===== src/rtl/nn_layer_sequencer.sv =====
// nn_layer_sequencer: control sequencer for one fully-connected NN layer.
// A 5-word descriptor (in_base, w_base, out_base, n_in, n_out) is captured over the
// config bus. The sequencer then walks NUM_PE-wide input chunks for every output neuron.
// Define NN_SEQ_PERF_EN to add the perf_busy / perf_stall cycle counters.
//
// state     | meaning
// IDLE      | waiting for enable
// CONFIG    | capturing descriptor words 0..4
// WAIT_DVAL | waiting for input data valid before starting a chunk
// FETCH     | NUM_PE cycles of weight fetch and multiply
// ADD       | ADD_LAT cycles of adder-tree reduction
// UPDATE    | advance chunk/neuron, emit neuron and layer completion pulses
module nn_layer_sequencer #(
    parameter int DW      = 16,
    parameter int NUM_PE  = 16,
    parameter int ADD_LAT = 4,
    parameter int CNT_W   = 10
) (
    input  logic              clk,
    input  logic              rst,
    input  logic              enable,
    input  logic              bus_wr,
    input  logic [DW-1:0]     bus_data,
    input  logic              dval,
    output logic [DW-1:0]     in_addr,
    output logic [DW-1:0]     weight_addr,
    output logic [DW-1:0]     out_addr,
    output logic              rd_bram,
    output logic              weight_rd,
    output logic              pe_enable,
    output logic [NUM_PE-1:0] lane_mask,
    output logic              acc_clear,
    output logic              add_done,
    output logic              wr_bram,
    output logic              neuron_done,
    output logic              layer_done,
    output logic              busy,
    output logic              cfg_err
`ifdef NN_SEQ_PERF_EN
    ,
    output logic [31:0]       perf_busy,
    output logic [31:0]       perf_stall
`endif
);

    localparam int LG = $clog2(NUM_PE);
    localparam int CW = $clog2((NUM_PE > ADD_LAT ? NUM_PE : ADD_LAT) + 1);

    typedef enum logic [2:0] {IDLE, CONFIG, WAIT_DVAL, FETCH, ADD, UPDATE} state_t;

    state_t           state;
    logic [2:0]       word_idx;
    logic [CW-1:0]    cnt;
    logic [DW-1:0]    in_base;
    logic [DW-1:0]    n_in;
    logic [DW-1:0]    n_out;
    logic [CNT_W-1:0] nchunk;
    logic [CNT_W-1:0] chunk;
    logic [CNT_W-1:0] neuron;
    logic             last_chunk;
    logic             last_neuron;

    assign last_chunk  = (chunk == nchunk - CNT_W'(1));
    assign last_neuron = (DW'(neuron) == n_out - DW'(1));

    // Lane k is live when its global input index chunk*NUM_PE + k is below n_in.
    function automatic logic [NUM_PE-1:0] chunk_mask(input logic [CNT_W-1:0] c,
                                                     input logic [DW-1:0]    n);
        logic [NUM_PE-1:0] m;
        logic [63:0]       base;
        base = 64'(c) * 64'(NUM_PE);
        for (int k = 0; k < NUM_PE; k++) begin
            m[k] = (base + 64'(k)) < 64'(n);
        end
        return m;
    endfunction

    // Main sequencer: state, counters, descriptor and all registered outputs.
    // Status outputs (busy, weight_rd, pe_enable, add_done, wr_bram, neuron_done,
    // layer_done) are set on entry so they line up with the state they describe.
    // This keeps out_addr equal to the finishing neuron while neuron_done is high.
    always_ff @(posedge clk) begin
        if (!rst) begin
            state       <= IDLE;
            word_idx    <= '0;
            cnt         <= '0;
            in_base     <= '0;
            n_in        <= '0;
            n_out       <= '0;
            nchunk      <= '0;
            chunk       <= '0;
            neuron      <= '0;
            in_addr     <= '0;
            weight_addr <= '0;
            out_addr    <= '0;
            rd_bram     <= 1'b0;
            weight_rd   <= 1'b0;
            pe_enable   <= 1'b0;
            lane_mask   <= '1;
            acc_clear   <= 1'b0;
            add_done    <= 1'b0;
            wr_bram     <= 1'b0;
            neuron_done <= 1'b0;
            layer_done  <= 1'b0;
            busy        <= 1'b0;
            cfg_err     <= 1'b0;
        end else begin
            rd_bram     <= 1'b0;
            acc_clear   <= 1'b0;
            wr_bram     <= 1'b0;
            neuron_done <= 1'b0;
            layer_done  <= 1'b0;
            cfg_err     <= 1'b0;
            unique case (state)
                IDLE: begin
                    if (enable) begin
                        state    <= CONFIG;
                        word_idx <= '0;
                        busy     <= 1'b1;
                    end
                end
                CONFIG: begin
                    if (bus_wr) begin
                        word_idx <= word_idx + 3'd1;
                        unique case (word_idx)
                            3'd0: begin
                                in_base <= bus_data;
                                in_addr <= bus_data;
                            end
                            3'd1: weight_addr <= bus_data;
                            3'd2: out_addr    <= bus_data;
                            3'd3: n_in        <= bus_data;
                            default: begin
                                n_out <= bus_data;
                                if (n_in == '0 || bus_data == '0) begin
                                    cfg_err <= 1'b1;
                                    busy    <= 1'b0;
                                    state   <= IDLE;
                                end else begin
                                    // Widened by one bit so the round-up cannot overflow.
                                    nchunk    <= CNT_W'(({1'b0, n_in} + (DW+1)'(NUM_PE - 1)) >> LG);
                                    chunk     <= '0;
                                    neuron    <= '0;
                                    lane_mask <= chunk_mask('0, n_in);
                                    state     <= WAIT_DVAL;
                                end
                            end
                        endcase
                    end
                end
                WAIT_DVAL: begin
                    if (dval) begin
                        rd_bram   <= 1'b1;
                        acc_clear <= (chunk == '0);
                        weight_rd <= 1'b1;
                        pe_enable <= 1'b1;
                        cnt       <= CW'(NUM_PE - 1);
                        state     <= FETCH;
                    end
                end
                FETCH: begin
                    weight_addr <= weight_addr + DW'(1);
                    if (cnt == '0) begin
                        in_addr   <= in_addr + DW'(NUM_PE);
                        weight_rd <= 1'b0;
                        cnt       <= CW'(ADD_LAT - 1);
                        add_done  <= (ADD_LAT == 1);
                        state     <= ADD;
                    end else begin
                        cnt <= cnt - CW'(1);
                    end
                end
                ADD: begin
                    if (cnt == '0) begin
                        add_done  <= 1'b0;
                        pe_enable <= 1'b0;
                        state     <= UPDATE;
                        if (last_chunk) begin
                            wr_bram     <= 1'b1;
                            neuron_done <= 1'b1;
                            layer_done  <= last_neuron;
                        end
                    end else begin
                        cnt      <= cnt - CW'(1);
                        add_done <= (cnt == CW'(1));
                    end
                end
                UPDATE: begin
                    if (!last_chunk) begin
                        chunk     <= chunk + CNT_W'(1);
                        lane_mask <= chunk_mask(chunk + CNT_W'(1), n_in);
                        state     <= WAIT_DVAL;
                    end else begin
                        chunk   <= '0;
                        in_addr <= in_base;
                        if (last_neuron) begin
                            neuron <= '0;
                            busy   <= 1'b0;
                            state  <= IDLE;
                        end else begin
                            out_addr  <= out_addr + DW'(1);
                            neuron    <= neuron + CNT_W'(1);
                            lane_mask <= chunk_mask('0, n_in);
                            state     <= WAIT_DVAL;
                        end
                    end
                end
                default: state <= IDLE;
            endcase
        end
    end

`ifdef NN_SEQ_PERF_EN
    // Saturating busy/stall cycle counters; cleared when a new layer leaves IDLE.
    always_ff @(posedge clk) begin
        if (!rst) begin
            perf_busy  <= '0;
            perf_stall <= '0;
        end else if (state == IDLE) begin
            if (enable) begin
                perf_busy  <= '0;
                perf_stall <= '0;
            end
        end else begin
            if (perf_busy != '1) perf_busy <= perf_busy + 32'd1;
            if (state == WAIT_DVAL && !dval && perf_stall != '1) perf_stall <= perf_stall + 32'd1;
        end
    end
`endif

endmodule


===== config.mk =====
export PLATFORM = sky130hd
export DESIGN_NAME = nn_layer_sequencer
export DESIGN_NICKNAME = d
export VERILOG_FILES = /design/src/rtl/nn_layer_sequencer.sv
export SDC_FILE = /design/constraint.sdc
export NUM_CORES = 1
export LEC_CHECK = 0
export BUFFER_PORTS_ARGS = -buffer_cell sky130_fd_sc_hd__buf_2
export CORE_MARGIN = 4
export CORE_UTILIZATION = 50
export CTS_CLUSTER_SIZE = 25
export DETAILED_ROUTE_END_ITERATION = 12
export PLACE_DENSITY = 0.71
export SYNTH_ARGS = -nofsm -noshare
export SYNTH_HDL_FRONTEND = slang
export SYNTH_SLANG_ARGS = --single-unit

===== constraint.sdc =====
create_clock -name clk -period 3.19 [get_ports clk]
set_input_delay 0.319 -clock clk [delete_from_list [all_inputs] [get_ports clk]]
set_output_delay 0.319 -clock clk [all_outputs]
set_load 0.02 [all_outputs]

==> results.md, run 1 <==
- Routability Congestion: between 0.8 and 0.9
- Pre-CTS WS: about 0.017 ns
- Synth async-reset ratio: 0%
- VDD IR max: about 0.45 mV
- CTS Buffer Depth: 2
- Post-synth EDFFs: 0
- HP Class: in2reg
- WL/cell: roughly 18 µm
- Power Internal: between 0.003 and 0.004 W
- DRT Pass-1 Iters: 6
- Non-Filler Instances: between 1500 and 2000
- Post-synth top area share: 35.5%
- Hpwl dp: roughly 19000 µm
- Worst Tran Pin Value: between 0.7 and 0.8 ns
- Max-slew violations: 0
- H-tree lvl count: 4
- Port Buf Inserts: between 90 and 100
- Worst r2r dst: lane_mask[4]
- Remaining DRCs: 0
- Max frequency: between 0.3 and 0.4 GHz
- Clock Tree Root: clkbuf_16
- Number of global-route vias before repair: approximately 8500
- Total wire length: 26800 µm
- Final setup viols: 0
- CP Class: reg2reg
- Static Leak: roughly 4 nW
- Ratio of cells with drive above 1 in the final layout: 17.1%
- Crit path DAT: roughly 3.4 ns
- TritonCTS clock tree: built
- N_diodes: 0
- Yosys Warn Count: 0
- GRT Residual Overflow: 0
- Top cells by count, synth: dfxtp_1, nand2_1, nor2_1
- Hold path startpoint: bus_data[13]
- Cell Rows: 49
- Sequential Power Share: between 40% and 50%
- Post-DP Area: approximately 10000 µm²
- Sequential fraction of the synthesis area: 35.5%
- Crit path required time: 3.55 ns
- CTS Buf Count: 17
- Clock share of power: between 40 and 50%
- Initial antenna violation count: 0
- First-pass GRT wire length: between 40000 and 50000 µm
- Most frequent cell after synthesis: dfxtp_1
- Worst setup path end: lane_mask[4]
- Synth Instances: 1183
- Clock slew at reported path FFs: about 0.070 ns
- Synth cell types: slightly above 70
- Synth Register Bits: between 150 and 200
- Post-synthesis cell area: 9130 µm²
- Final Hold Vio Count: 0
- Vias: around 9200
- Max_cap viols: 0
- Sink Count: 162
- Final non-filler cell area: approximately 11000 µm²
- Hold Buf Count CTS: 0
- Clk_skew: between 0.009 and 0.01 ns
- Critical-path maximum fanout: 18
- Initial drt markers: roughly 850
- Dominant cell type by area after synthesis: dfxtp_1
- Syn Nets: ~1200
- Final min period: around 3.0 ns
- Setup WS post-layout: between 0.15 and 0.2 ns
- Core area: 18000 µm²
- Placed cells: about 1500
- CP startpoint: n_out[5]
- Final period utilization: 94.7%
- Fill count: between 1500 and 2000
- Pwr Total: approximately 0.0048 W
- Post-route setup TNS: 0 ns
- Crit path launch type: flop
- Nets: 1329
- Status: finished, final reports clean
- Largest net degree at the start of global routing: 67
- Die area: around 20000 µm²
- Combinational share of power: between 10% and 20%
- Sw Ratio: a little over a quarter
- Cell area power density: about 450 nW/µm²
- Clk_lat worst skew: approximately 0.43 ns
- Vias per cell: about 6.0
- Gr usage total: a little over a quarter
- Worst r2r src: n_out[5]
- Synth-to-Final Area Change: 17.6%
- Synth area leaders: dfxtp_1, nand2_1, a21oi_1
- Prevailing post-synth register cell: dfxtp_1
- Die X-Extent: approximately 140 µm
- R2r worst-path depth: 10
- Sw power: around 0.0013 W
- Post-route ant nets: 0
- Slew margin rel.: 51.0%
- Die Height: 143 µm
- Setup crit end kind: flop
- Reg-to-reg setup timing slack: around 0.17 ns
- Mean Syn Cell Area: ~7.7 µm²
- Initial Util: roughly 51%
- IO Pins: 95
==> critical path, cell delays in order, from the launching register on <==
cell and delay [ns]:
dfxtp_1 0.36, or4_1 0.64, nor4b_4 0.37, o211ai_1 0.16, a221oi_2 0.29, nand4_2 0.20, buf_4 0.21, o31ai_4 0.21
buf_4 0.26, a311oi_1 0.08, a2bb2oi_1 0.16
==> cell families (layout without fill, tap and decap cells) <==
kind of cell             count (synthesis)  after routing  share of synthesized area, %
AO/OA/AOI/OAI                          323            323                          22.7
adder cells (fa/ha/maj)                 26             26                          3.56
buffers and inverters                  117            229                          5.10
XOR/XNOR                                50             50                          4.80
flip-flops                             162            162                          35.5
multiplexers                            32             32                          3.54
AND/OR/NAND/NOR                        473            473                          24.8
==> power by group through the flow <==
stage	Sequential [W]	Combinational, W	Clock [W]
6_report	0.00213	0.000562	0.00216
5_1_grt	0.00213	0.000617	0.00226
4_1_cts	0.00212	0.000555	0.00217
3_5_place_dp	0.00217	0.000551	0
3_3_place_gp	0.00217	0.000546	0
2_1_floorplan	0.00220	0.000330	0
==> cells in the final DEF, fill, tap and decap left out, types with 30 or more instances in the layout <==
cell	Yosys	final
a21oi_1	109	108
o21ai_0	70	70
dfxtp_1	162	160
inv_1	33	33
a211oi_1	30	30
xnor2_1	38	38
nor2_1	119	118
buf_2	6	94
buf_4	3	68
nand3_1	43	43
nand2_1	157	157
nor3_1	34	33
mux2i_1	30	30
==> how the worst min path moves through the flow <==
stage / end / slack (ns) / cells after the start
2_1_floorplan: cnt[4] / 0.43 / 2
3_3_place_gp: in_base[8] / 0.44 / 2
3_5_place_dp: in_base[15] / 0.45 / 2
4_1_cts: in_base[13] / 0.22 / 3
5_1_grt: in_base[13] / 0.23 / 3
6_report: in_base[13] / 0.24 / 3
==> state kept, by name (all words and copies together) (netlist names) <==
| register | cells |
|---|---|
| in_addr | 16 |
| in_base | 16 |
| lane_mask | 16 |
| n_in | 16 |
| n_out | 16 |
| out_addr | 16 |
| weight_addr | 16 |
| chunk | 10 |
| nchunk | 10 |
| neuron | 10 |
| cnt | 5 |
| state | 3 |
| word_idx | 3 |
| acc_clear | 1 |
| add_done | 1 |
| busy | 1 |
| cfg_err | 1 |
| layer_done | 1 |
| neuron_done | 1 |
| pe_enable | 1 |
| rd_bram | 1 |
| weight_rd | 1 |
==> per-stage QoR <==
| step | utilization [%] | hold slack, ns |
|---|---|---|
| global placement | 55.8 | 0.437 |
| floorplan | - | 0.425 |
| global route | 59.8 | 0.227 |
| finish | 59.8 | 0.239 |
| detailed placement | 55.8 | 0.445 |
| CTS | 59.3 | 0.221 |
==> repair_timing <==
action,4_1_cts,5_1_grt
endpoints found under the setup margin,11,38
pin swaps,0,4
setup buffers,0,5
gates resized for setup,1,11
==> layout make-up <==
cell class                 instances  area [µm²]  area share, %
clock buffer                      22         474           4.42
clock inverter                    10         149           1.39
inverter                          35         134           1.25
multi-input combinational        904        5470           50.9
sequential                       162        3250           30.2
tap                              229         287           2.67
timing repair buffer             162         981           9.14
==> metal layers <==
metal | wire, µm | GRT usage [%] | vias up
li1 | - | - | 4442
met5 | 0 | 0 | -
met2 | 12700 | 43.0 | 334
met4 | 589 | 7.60 | 0
met3 | 1780 | 4.62 | 47
met1 | 11700 | 35.1 | 4357
Note: power is estimated with default switching activity, not from simulation.
==> inputs of run 2 (changes only) <==
--- a/config.mk
+++ b/config.mk
@@ -6,11 +6,13 @@
 export NUM_CORES = 1
 export LEC_CHECK = 0
 export BUFFER_PORTS_ARGS = -buffer_cell sky130_fd_sc_hd__buf_2
+export CAP_MARGIN = 25
 export CORE_MARGIN = 4
-export CORE_UTILIZATION = 50
+export CORE_UTILIZATION = 45
 export CTS_CLUSTER_SIZE = 25
 export DETAILED_ROUTE_END_ITERATION = 12
-export PLACE_DENSITY = 0.71
+export PLACE_DENSITY = 0.65
+export SETUP_SLACK_MARGIN = 0.02
 export SYNTH_ARGS = -nofsm -noshare
 export SYNTH_HDL_FRONTEND = slang
 export SYNTH_SLANG_ARGS = --single-unit
==> results.md, run 2 (synthesis gave the netlist of run 1 again) <==
- Status: finished, final reports clean
- Hpwl dp: between 15000 and 20000 µm
- CTS Buffer Depth: 2
- Static Leak: around 4.2 nW
- Hold Path Depth: 3
- Cell Rows: 51
- R2r worst-path depth: 12
- Crit path DAT: around 3.3 ns
- Final min period: 3.01 ns
- WL/cell: approximately 17 µm
- Crit path max-delay cell type: or3b_2
- Final Hold Vio Count: 0
- Routability Congestion: 0.896
- Post-route ant nets: 0
- Max frequency: between 0.3 and 0.4 GHz
- Setup crit end kind: flop
- First-pass GRT wire length: 44000 µm
- Slew margin rel.: between 40% and 50%
- Hold path startpoint: rst
- Cell family with most CP delay: simple AND/OR/NAND/NOR gates
- Worst Tran Pin Value: slightly below 0.8 ns
- CTS Buf Count: 17
- Clock Tree Root: clkbuf_16
- Die Height: ~150 µm
- Worst hold path endpoint: weight_addr[9]
- Core area: approximately 20000 µm²
- Initial drt markers: between 700 and 800
- Reg-to-reg setup timing slack: about 0.18 ns
- Number of global-route vias before repair: approximately 8400
- Die X-Extent: 150 µm
- VDD IR max: 0.388 mV
- Setup WS post-layout: 0.180 ns
- Worst r2r src: nchunk[1]
- Sequential Power Share: roughly 45%
- Remaining DRCs: 0
- Total wire length: 27200 µm
- Sw Ratio: a little over a quarter
- Final non-filler cell area: between 10000 and 15000 µm²
- Clk_skew: roughly 0.013 ns
- Synth-to-Final Area Change: 18.6%
- Hold Slack: roughly 0.25 ns
- CP Class: reg2reg
- TritonCTS clock tree: built
- Worst r2r dst: lane_mask[5]
- Final period utilization: ~94%
- DRT Pass-1 Iters: 5
- Cell area power density: approximately 440 nW/µm²
- Power Internal: 0.00347 W
- Hold Buf Count CTS: 0
- Vias: slightly below 9000
- Crit path required time: between 3 and 4 ns
- Die area: 22600 µm²
- GRT Residual Overflow: 0
- Final setup viols: 0
- Critical-path maximum fanout: 11
- Pre-CTS WS: -0.0300 ns
- Post-DP Area: 10200 µm²
- Combinational share of power: roughly an eighth
- Gr usage total: about a quarter
- Commonest non-fill, non-tap cells in the layout: dfxtp_1, nand2_1, nor2_1
- Ratio of cells with drive above 1 in the final layout: ~18%
- Vias per cell: 5.70
- Sink Count: between 150 and 200
- Initial Util: between 40 and 50%
- Critical Path Most Common Cell: buf_4
- CP cell instances: inv_1 -> ha_1 -> buf_4 -> nor3b_1 -> and4_1 -> nor3_1 -> a211oi_2 -> buf_4 -> a21oi_2 -> or3b_2 -> a311oi_1 -> a2bb2oi_1
- Largest net degree at the start of global routing: 71
- HP Class: in2reg
- Delay of the slowest critical-path stage: 0.56 ns
- Commonest non-fill, non-tap cell in the layout: dfxtp_1
- Clock slew at reported path FFs: approximately 0.07 ns
- Buf/Inv on CP: 3
- Max_cap viols: 0
- Sw power: 0.00129 W
- Nets: around 1300
- Initial antenna violation count: 0
- H-tree lvl count: 4
- Crit path launch type: flop
- Port Buf Inserts: 94
- IO Pins: 95
- Clock share of power: between 40% and 50%
- Clk_lat worst skew: between 0.4 and 0.5 ns
- Max-slew violations: 0
- N_diodes: 0
- RSZ-0062 raised after global routing: yes
[run 2: worst min-delay path, delay by kind of cell]
family                 cells  cell delay, ns
AO/OA/AOI/OAI              1            0.10
buffers and inverters      1            0.18
AND/OR/NAND/NOR            1            0.05
[run 2: final cells by class]
| type | instances | area [µm²] |
|---|---|---|
| Sequential cell | 162 | 3250 |
| Timing Repair Buffer | 170 | 1070 |
| Clock buffer | 20 | 457 |
| Multi-Input combinational cell | 904 | 5450 |
| Inverter | 35 | 134 |
| Fill cell | 1888 | 8900 |
| Clock inverter | 12 | 131 |
| Tap cell | 265 | 332 |
[run 2: through the flow]
stage / utilization (%) / cells / TNS [ns] / total power (W)
2_1_floorplan: - / 1183 / 0 / 0.00253
3_3_place_gp: 51.6 / 1534 / 0 / 0.00273
3_5_place_dp: 51.6 / 1534 / -0.0320 / 0.00273
4_1_cts: 54.7 / 1567 / 0 / 0.00479
5_1_grt: 54.9 / 1568 / 0 / 0.00493
6_report: 54.9 / 1568 / 0 / 0.00476
[run 2: worst max-delay path by stage]
stage	cells after the start	start	to	slack [ns]
2_1_floorplan	14	chunk[2]	lane_mask[5]	0.06
3_3_place_gp	13	chunk[0]	lane_mask[13]	0.16
3_5_place_dp	13	chunk[0]	lane_mask[12]	-0.03
4_1_cts	11	n_out[1]	lane_mask[12]	0.02
5_1_grt	12	n_out[1]	lane_mask[4]	0.008
6_report	12	nchunk[1]	lane_mask[5]	0.18
[run 2: per-layer routing]
layer / vias up / wire length [µm] / track usage [%]
li1: 4459 / - / -
met1: 4154 / 12200 / 33.2
met2: 275 / 12800 / 39.5
met3: 44 / 1460 / 2.95
met4: 0 / 724 / 8.60
met5: - / 0 / 0
[run 2: power groups by stage]
stage / clock network, W / logic (W) / registers [W]
2_1_floorplan: 0 / 0.000330 / 0.00220
3_3_place_gp: 0 / 0.000560 / 0.00217
3_5_place_dp: 0 / 0.000562 / 0.00217
4_1_cts: 0.00209 / 0.000569 / 0.00213
5_1_grt: 0.00217 / 0.000628 / 0.00213
6_report: 0.00206 / 0.000573 / 0.00213
[run 2: what timing repair did]
action                     4_1_cts  5_1_grt
pin swaps                        1        2
buffers inserted                 1        1
resized for setup                2       13
setup endpoints to repair       12       45
==> inputs of run 3 (changes only) <==
--- a/config.mk
+++ b/config.mk
@@ -11,7 +11,7 @@
 export CORE_UTILIZATION = 45
 export CTS_CLUSTER_SIZE = 25
 export DETAILED_ROUTE_END_ITERATION = 12
-export PLACE_DENSITY = 0.65
+export PLACE_DENSITY_LB_ADDON = 0.05
 export SETUP_SLACK_MARGIN = 0.02
 export SYNTH_ARGS = -nofsm -noshare
 export SYNTH_HDL_FRONTEND = slang
==> results.md, run 3 (synthesis gave the netlist of run 1 again) <==
- Status: finished, final reports clean
- WL/cell: about 18 µm
- CTS Buffer Depth: 2
- Die Height: around 150 µm
- Synth-to-Final Area Change: 17.4%
- Port Buf Inserts: 94
- HP Class: in2reg
- Placed cells: around 1500
- Post-route ant nets: 0
- Cell area power density: about 450 nW/µm²
- Pre-CTS WS: -0.0391 ns
- Crit path DAT: ~3.3 ns
- FF/Latch Area: between 3000 and 4000 µm²
- Crit path launch type: flop
- IO Pins: 95
- CP cell instances: nand3_1 -> nor2_1 -> and3_1 -> nand3_1 -> xnor2_1 -> ha_1 -> a21oi_1 -> nor3_2 -> a2111oi_2 -> buf_4 -> o21a_1 -> or3b_4 -> a311oi_2 -> a2bb2oi_1
- Routability Congestion: approximately 0.84
- Util after Layout: between 50 and 60%
- Static Leak: around 4.1 nW
- Final setup viols: 0
- N_diodes: 0
- Clk_skew: 0.0119 ns
- Sink Count: between 150 and 200
- Initial Util: between 40% and 50%
- Initial drt markers: 565
- Multi-input logic area: between 5000 and 6000 µm²
- Clock Tree Root: clkbuf_16
- Number of global-route vias before repair: roughly 8000
- H-tree lvl count: 4
- Ratio of cells with drive above 1 in the final layout: 16.8%
- CTS Buf Count: 17
- DRT Pass-1 Iters: 5
- Post-route setup TNS: 0 ns
- Commonest non-fill, non-tap cell in the layout: dfxtp_1
- Setup crit end kind: flop
- Total wire length: around 28000 µm
- Clk_lat worst skew: approximately 0.44 ns
- Slew margin rel.: between 50% and 60%
- Largest net degree at the start of global routing: 67
- Die area: roughly 23000 µm²
- Nets: around 1300
- TritonCTS clock tree: built
- Crit path max-delay cell type: or3b_4
- Commonest non-fill, non-tap cells in the layout: dfxtp_1, nand2_1, nor2_1
- Max-slew violations: 0
- Hpwl dp: roughly 20000 µm
- Critical-path maximum fanout: 5
- Final Hold Vio Count: 0
- Final min period: between 2 and 3 ns
- Max_cap viols: 0
- Setup WS post-layout: between 0.2 and 0.25 ns
- Initial antenna violation count: 0
- VDD IR max: 0.308 mV
- Vias: between 8000 and 9000
- Gr usage total: 24.7%
- Die X-Extent: between 150 and 200 µm
- Max frequency: about 0.34 GHz
- Worst Tran Pin Value: just over 0.7 ns
- Crit path required time: 3.49 ns
- Clock slew at reported path FFs: about 0.070 ns
- Cell Rows: 51
- RSZ-0062 raised after global routing: yes
- Final period utilization: 92.4%
- Delay of the slowest critical-path stage: 0.42 ns
- Pwr Total: approximately 0.0048 W
- Non-Filler Instances: around 1600
- Remaining DRCs: 0
- Vias per cell: about 5.7
- CP Class: reg2reg
- Fill count: approximately 2000
- First-pass GRT wire length: 44100 µm
- Critical Path Most Common Cell: nand3_1
- GRT Residual Overflow: 0
- Core area: 19700 µm²
[run 3: changes by cell type in the layout (fill, tap and decap cells not counted), sizes merged]
cell	previous run	this run
clkinv	6	7
clkinvlp	4	1
clkbuf	20	18
inv	35	38
buf	170	154
[run 3: layout make-up]
type	instances	area share (%)
flip-flops and latches	162	30.3
well taps	265	3.09
repair buffers	154	8.83
inverters	35	1.25
clock buffers	18	4.10
clock inverters	13	1.41
multi-input cells	904	51.0
[run 3: timing repair]
action	CTS	global route
endpoints found under the setup margin	12	38
cloned	0	0
buffers inserted	0	1
hold buffers	0	0
gates resized for setup	2	12
pin swaps	0	2
[run 3: metal layers]
metal	routed length (µm)	vias to the layer above	track usage (%)
li1	-	4417	-
met1	12800	4215	33.9
met2	13200	217	40.1
met3	1390	26	4.15
met4	407	0	6.77
met5	0	-	0
[run 3: power by group]
group	internal (W)	total, W	switching [W]
clock network	0.00118	0.00209	0.000910
registers	0.00208	0.00213	0.0000516
logic	0.000192	0.000561	0.000369
[run 3: through the flow]
stage	cell area, µm²	hold slack [ns]
after global placement	10100	0.439
after detailed placement	10100	0.446
final	10700	0.246
after CTS	10700	0.228
after global routing	10700	0.234
after floorplan	9130	0.425
[run 3: final timing paths]
kind,start,end,slack (ns),cells after the start
max,chunk[1],lane_mask[5],0.24,14
min,bus_data[7],in_base[7],0.25,3
max reg2reg,chunk[1],lane_mask[5],0.24,14
min reg2reg,in_base[0],in_base[0],0.46,2
[run 3: critical path: cells and delay by family, from the launching register on]
family / cells / cell delay (ns)
xor gates and xnor gates: 1 / 0.17
AOI/OAI and AO/OA: 5 / 0.64
buffers and inverters: 1 / 0.14
and+or+nand+nor: 6 / 1.19
DFF: 1 / 0.38
adders and majority gates: 1 / 0.31
